==> src/rtl/sobel_pkg.sv <==
// sobel_pkg: shared types and widths for the Sobel memory arbiter.
package sobel_pkg;
    localparam int ADDR_W = 32;
    localparam int WIN_W  = 72;
    localparam int GRAD_W = 16;
    typedef enum logic [1:0] {IDLE, RD_BUSY, WR_BUSY, DONE} state_t;
    typedef enum logic {CH_RD, CH_WR} ch_t;
endpackage

==> src/rtl/sobel_mem_arbiter.sv <==
// sobel_mem_arbiter: round-robin arbiter giving a window-read and a gradient-write
// channel turns on one shared memory port, with a per-access timeout.
module sobel_mem_arbiter
    import sobel_pkg::*;
#(
    parameter int TIMEOUT_CYCLES = 1024
) (
    input  logic              clk,
    input  logic              rst_n,
    input  logic              rd_req,
    input  logic [ADDR_W-1:0] rd_addr,
    output logic              rd_ack,
    output logic [WIN_W-1:0]  rd_data,
    input  logic              wr_req,
    input  logic [ADDR_W-1:0] wr_addr,
    input  logic [GRAD_W-1:0] wr_data,
    output logic              wr_ack,
    output logic              mem_req,
    output logic              mem_we,
    output logic [ADDR_W-1:0] mem_addr,
    output logic [GRAD_W-1:0] mem_wdata,
    input  logic [WIN_W-1:0]  mem_rdata,
    input  logic              mem_ack,
    output logic              busy,
    output logic              timeout_err,
    input  logic              err_clr
);
    state_t            state, nxt;
    ch_t               last_grant, grant_n;
    logic [15:0]       cnt, cnt_n;
    logic [ADDR_W-1:0] addr_n;
    logic [GRAD_W-1:0] wdata_n;
    logic [WIN_W-1:0]  rd_data_n;
    logic              set_err;

    always_comb begin
        nxt       = state;
        grant_n   = last_grant;
        cnt_n     = cnt;
        addr_n    = mem_addr;
        wdata_n   = mem_wdata;
        rd_data_n = rd_data;
        set_err   = 1'b0;
        case (state)
            IDLE: begin
                if (rd_req && (!wr_req || last_grant == CH_WR)) begin
                    nxt     = RD_BUSY;
                    grant_n = CH_RD;
                    addr_n  = rd_addr;
                    cnt_n   = '0;
                end else if (wr_req) begin
                    nxt     = WR_BUSY;
                    grant_n = CH_WR;
                    addr_n  = wr_addr;
                    wdata_n = wr_data;
                    cnt_n   = '0;
                end
            end
            RD_BUSY, WR_BUSY: begin
                cnt_n = cnt + 16'd1;
                // a completing ack beats a timeout landing on the same cycle
                if (mem_ack) begin
                    nxt       = DONE;
                    rd_data_n = state == RD_BUSY ? mem_rdata : rd_data;
                end else if (cnt + 16'd1 == 16'(TIMEOUT_CYCLES)) begin
                    nxt       = DONE;
                    set_err   = 1'b1;
                    rd_data_n = state == RD_BUSY ? '0 : rd_data;
                end
            end
            default: nxt = IDLE;
        endcase
    end

    always_ff @(posedge clk or negedge rst_n) begin
        if (!rst_n) begin
            state       <= IDLE;
            last_grant  <= CH_WR;
            cnt         <= '0;
            mem_req     <= 1'b0;
            mem_we      <= 1'b0;
            mem_addr    <= '0;
            mem_wdata   <= '0;
            rd_data     <= '0;
            rd_ack      <= 1'b0;
            wr_ack      <= 1'b0;
            busy        <= 1'b0;
            timeout_err <= 1'b0;
        end else begin
            state       <= nxt;
            last_grant  <= grant_n;
            cnt         <= cnt_n;
            mem_req     <= nxt == RD_BUSY || nxt == WR_BUSY;
            mem_we      <= nxt == WR_BUSY;
            mem_addr    <= addr_n;
            mem_wdata   <= wdata_n;
            rd_data     <= rd_data_n;
            rd_ack      <= nxt == DONE && state == RD_BUSY;
            wr_ack      <= nxt == DONE && state == WR_BUSY;
            busy        <= nxt != IDLE;
            timeout_err <= set_err || (timeout_err && !err_clr);
        end
    end
endmodule

==> config.mk <==
export PLATFORM = sky130hd
export DESIGN_NAME = sobel_mem_arbiter
export DESIGN_NICKNAME = d
export VERILOG_FILES = /design/src/rtl/sobel_pkg.sv /design/src/rtl/sobel_mem_arbiter.sv
export SDC_FILE = /design/constraint.sdc
export NUM_CORES = 1
export LEC_CHECK = 0
export CAP_MARGIN = 0
export CORE_MARGIN = 2
export CORE_UTILIZATION = 39
export DETAILED_ROUTE_END_ITERATION = 7
export PLACE_DENSITY = 0.78
export SYNTH_ARGS = -nofsm -noshare
export SYNTH_HDL_FRONTEND = slang
export SYNTH_SLANG_ARGS = --single-unit
==> constraint.sdc <==
create_clock -name clk -period 2.7 [get_ports clk]
set_input_delay 0.54 -clock clk [delete_from_list [all_inputs] [get_ports clk]]
set_output_delay 0.54 -clock clk [all_outputs]
set_load 0.05 [all_outputs]
Word-level counts from Yosys, hierarchy flattened
Cells that the tools add are included.
{ "totals": {"regBits": 145, "in_bits": 158, "output_inout_bits": 126, "word_cells": 59} }
{ "op_classes": {"n_addsub": 1, "n_eq_ne": 7, "mux": 19, "bitwise": 1, "n_reduce_logical": 19} }
{ "op_table": {"columns": ["op", "count"], "rows": [
  ["two-way mux 72 bit", 4],
  ["two-way mux 32 bit", 2],
  ["two-way mux 16 bit", 2],
  ["one-hot mux 16 bit (2 select lines)", 1],
  ["adder 16 x 1 -> 16 bit, second input constant", 1],
  ["equality test 16 x 11 -> 1 bit, second input constant", 1],
  ["two-way mux 2 bit", 4],
  ["nonzero test 2 bit", 4],
  ["equality test 2 bit, second input constant", 3],
  ["AND reduction 3 bit", 2],
  ["two-way mux 1 bit", 5],
  ["equality test 2 x 1 -> 1 bit, second input constant", 2],
  ["logical AND 1 bit", 4],
  ["one-hot mux 2 bit (2 select lines)", 1],
  ["AND reduction 2 bit", 2],
  ["logical OR 1 bit", 3],
  ["inequality test 3 bit, second input constant", 1],
  ["zero test 1 bit", 2],
  ["zero test 2 bit", 1],
  ["OR reduction 2 bit", 1],
  ["NOT 1 bit", 1]
]} }

Depth between registers and ports, before layout
{ "logic_depth": {"depth_word": 7, "ltp_mapped": 10, "depth_no_buf": 9} }

Least setup slack after synthesis
OpenSTA, ideal clock, no wires.
{ "synth_timing": {"path_type": "register to register", "from": "register cnt[0]", "to": "register mem_req", "t_arrival_ns": 2.395, "required_time_ns": 2.574, "path_slack_ns": 0.179, "path_stages_with_launch": 9, "path_buffers": 0, "period_less_slack_ns": 2.521, "path_cell_list": "dfrtp_1 -> ha_1 -> nand3_2 -> nor2_2 -> a2111oi_0 -> o2111ai_1 -> or3_1 -> a211o_1 -> ha_1"} }
{ "synth_via": {"elab_chain_len": 7, "word_cells_on_any_way": 8, "cone_classes": "add/sub (1); eq/ne (3); mux (3); reduce/logical (1)"} }
{ "synth_lines": {"columns": ["item", "line", "source"], "rows": [
  ["start: declaration", "sobel_mem_arbiter.sv:30", "logic [15:0] cnt, cnt_n;"],
  ["start signal: assignment", "sobel_mem_arbiter.sv:92", "cnt <= cnt_n;"],
  ["adder 16 x 1 -> 16 bit (*)", "sobel_mem_arbiter.sv:65", "end else if (cnt + 16'd1 == 16'(TIMEOUT_CYCLES)) begin"],
  ["equality test 16 x 11 -> 1 bit (*)", "sobel_mem_arbiter.sv:65", null],
  ["two-way mux 2 bit (*)", "sobel_mem_arbiter.sv:65", null],
  ["two-way mux 2 bit (*)", "sobel_mem_arbiter.sv:62", "if (mem_ack) begin"],
  ["one-hot mux 2 bit (2 select lines) (*)", "sobel_mem_arbiter.sv:44", "case (state)"],
  ["equality test 2 x 1 -> 1 bit or equality test 2 bit (tied branches)", "sobel_mem_arbiter.sv:93", "mem_req <= nxt == RD_BUSY || nxt == WR_BUSY;"],
  ["logical OR 1 bit (*)", "sobel_mem_arbiter.sv:93", null],
  ["end signal: assignment", "sobel_mem_arbiter.sv:80", "mem_req <= 1'b0;"],
  ["end signal: assignment", "sobel_mem_arbiter.sv:93", null],
  ["end: declaration", "sobel_mem_arbiter.sv:18", "output logic mem_req,"]
]} }
Mark *: on every way between the ends. The rest lies on a longest branch, timed or not.
A chain may end at the register's enable or synchronous reset.

Worst setup path after layout
Ends and elaborated chain as after synthesis.

==> impl_metrics.toml <==
[status]
outcome = "finished clean"

[synth]
ys_ff_latch = 145
syn_avg_cell_area_um2 = 9.982
synth_fp_nets = 844
async_flop_share_pct = 100.0
syn_inst = 677
synth_largest_area_cell = "dfrtp_1"
synthFlopType = "dfrtp_1"
synth-warning-count = 0
synth_edf_count = 0
ys_seq_area_share_pct = 53.71
synthTopCellsByArea = "dfrtp_1 53%, a22oi_1 8.0%, nand2_1 7.1%"
netlist_area_um2 = 6758
yosysTopAreaCellShare_pct = 53.32
ys_types = 50

[finish]
final_common_cell = "clkdlybuf4s50_1"
synthToLayoutAreaGrowth_pct = 55.68
final_nets = 1117
final_layout_size_suffix_gt1_share_pct = 9.138
antennaDiodeCount = 0
instances_no_fill = 1188
final_cell_mix = "282 x clkdlybuf4s50_1, 144 x dfrtp_1, 127 x nand2_1"
fill_cells = 1428

[drt]
vias = 6142
drt_iter0_drc = 337
firstDrtPassIters = 5
ant_nets = 0
wl_um = 19740
wl_per_cell_um = 16.62
drcViolationCount = 0
via_per_inst = 5.170

[flow_run]
cap_violations = 0

[min_path]
hold_path_class = "input port to async pin"

[placed_design]
dpl.cell_count = 1156
numPortBuffers = 283
dpl.hpwl_um = 14180
gp_congestion = 0.8440

[clocking]
hold_buffers = 0
clock_latency_ns = 0.42
clkTransAtPathRegs_ns = 0.06
numCtsBuffers = 17
cts_resized = 0
post_cts_buffers = 0
cts_root_buf = "clkbuf_16"
clock-sinks = 145
cts_tree = "built"
clock_path_buffers = 2
htree_levels = 4

[worst_setup_path]
cpLargestDelayFamily = "simple AND/OR/NAND/NOR gates"
r2r_setup_slack_ns = 0.18
slowest_delay_ns = 0.40
cp.arrival_ns = 2.82
cpMaxStageDelayCell = "or3_4"
rr_worst_depth = 9
start_kind = "register"
worstSetupPathType = "register to register"
cp_max_fo = 6
required_ns = 3.00
path_common_cell = "ha_1"
r2r_start = "cnt[0]"
path_cells = "ha_1 > nand3_2 > buf_4 > nor3_2 > xnor2_1 > o2111ai_1 > or3_4 > a211o_1 > ha_1"
path_buf_inv = 1
crit_path_end_kind = "register"
reg2reg_to = "mem_req"

[timing]
finalCritPeriodShare_pct = 93.48
rsz0062_at_grt = "no"
hold_viol = 0
slew_headroom_pct = 59.71
slew_viol_final = 0
finalSetupViolations = 0
skew_ns = 0.01119
setup_tns_ns = 0
tightest_slew_ns = 0.6024
timing.final.crit_period_ns = 2.524
fmax_mhz = 396.2

[power_and_ir_drop]
leakagePower_nw = 4.460
power.density_nw_per_um2 = 1328
clock_power_share_pct = 16.9
intPower_w = 0.007351
seqPwrFrac_pct = 27.0
power_switching_w = 0.006615
swShare_pct = 47.36
ir_drop_mv = 0.8716
p_comb_share_pct = 56.0

[floorplan]
dieArea_um2 = 18400
pin_count = 284
coreArea_um2 = 17120
die_w_um = 135.6
die-height_um = 135.6
num_rows = 48
initial_utilization_pct = 39.48

[grt]
grt_pass1_wl_um = 30660
grt_max_degree = 73
grt_usage_pct = 21.20
antenna_found_initial = 0
overflow = 0
grt_pass1_vias = 5874
-- metal layers --
layer	track usage [%]	vias to the layer above	routed length, um
li1	-	2976	-
met1	26.51	2894	8026
met2	34.60	249	9578
met3	7.220	23	1848
met4	6.829	0	289
met5	0	-	0
-- worst max-delay path by stage --
| stage | from | to | slack (ns) | cells after the start |
|---|---|---|---|---|
| after global placement | cnt[0] | mem_req | 0.17 | 8 |
| after global routing | cnt[0] | mem_req | 0.03 | 8 |
| after CTS | cnt[0] | mem_req | 0.09 | 8 |
| final | cnt[0] | mem_req | 0.18 | 9 |
| after floorplan | cnt[0] | mem_req | 0.18 | 8 |
| after detailed placement | cnt[0] | mem_req | 0.1 | 8 |
-- stage by stage --
stage / setup WS (ns) / utilization [%] / cell area, um^2 / power [W] / hold slack (ns)
floorplan: 0.1793 / - / 6758 / 0.008862 / 0.2444
global placement: 0.1704 / 57.92 / 9913 / 0.01152 / 0.4594
detailed placement: 0.09971 / 57.92 / 9913 / 0.01167 / 0.4692
CTS: 0.08884 / 61.37 / 10500 / 0.01408 / 0.05277
global route: 0.03131 / 61.46 / 10520 / 0.01473 / 0.07071
finish: 0.1761 / 61.46 / 10520 / 0.01397 / 0.04419
-- worst register-to-register path: cells and delay by family (launching register included) --
family | cells | cell delay (ns)
and+or+nand+nor | 3 | 0.68
adders and majority gates | 2 | 0.55
AOI/OAI and AO/OA | 2 | 0.50
DFF | 1 | 0.35
buffers and inverters | 1 | 0.18
xor gates and xnor gates | 1 | 0.14
-- sequential cells by signal, indices dropped and copies added, names as in the netlist, 2 cells and up --
name	cells
rd_data	72
mem_wdata	16
state	2
mem_addr	32
cnt	16
-- power groups by stage --
stage	Clock (W)	Sequential, W	Combinational, W
after detailed placement	0	0.00381	0.00786
after global routing	0.00251	0.00390	0.00832
after floorplan	0	0.00666	0.00220
after global placement	0	0.00376	0.00776
after CTS	0.00242	0.00378	0.00788
final	0.00236	0.00378	0.00783
-- final cells by class --
type	count	area [um^2]	share of cell area [%]
clock buffers	19	442.9	4.210
clock inverters	13	147.6	1.403
inverters	10	37.54	0.3568
multi-input cells	469	2904	27.60
flip-flops and latches	145	3630	34.50
well taps	225	281.5	2.676
repair buffers	307	3077	29.25
-- Yosys cell counts, drive strengths merged, types with 2 or more instances --
master and instances:
a2111oi 2, a211oi 2, a21oi 11, a22o 4
a22oi 72, and2 2, and3 4, buf 19
clkbuf 34, dfrtp 144, ha 9, inv 10
mux2 16, mux2i 35, nand2 128, nand3 8
nand4 2, nor2 10, nor3 13, o21a 2
o21ai 122, o221ai 2, o32ai 2, or2 2
or3 2, xnor2 5
-- kinds of logic (layout without fill, tap and decap cells) --
kind of cell	after synthesis	count (layout)	share of synthesized area [%]
DFF	145	145	53.71
AOI/OAI and AO/OA	229	229	20.87
adders and majority gates	9	9	1.666
muxes	51	51	7.850
xor gates and xnor gates	5	5	0.6480
and+or+nand+nor	175	175	11.15
buffers and inverters	63	349	4.110
No activity file was read; power rests on OpenSTA's default activity.
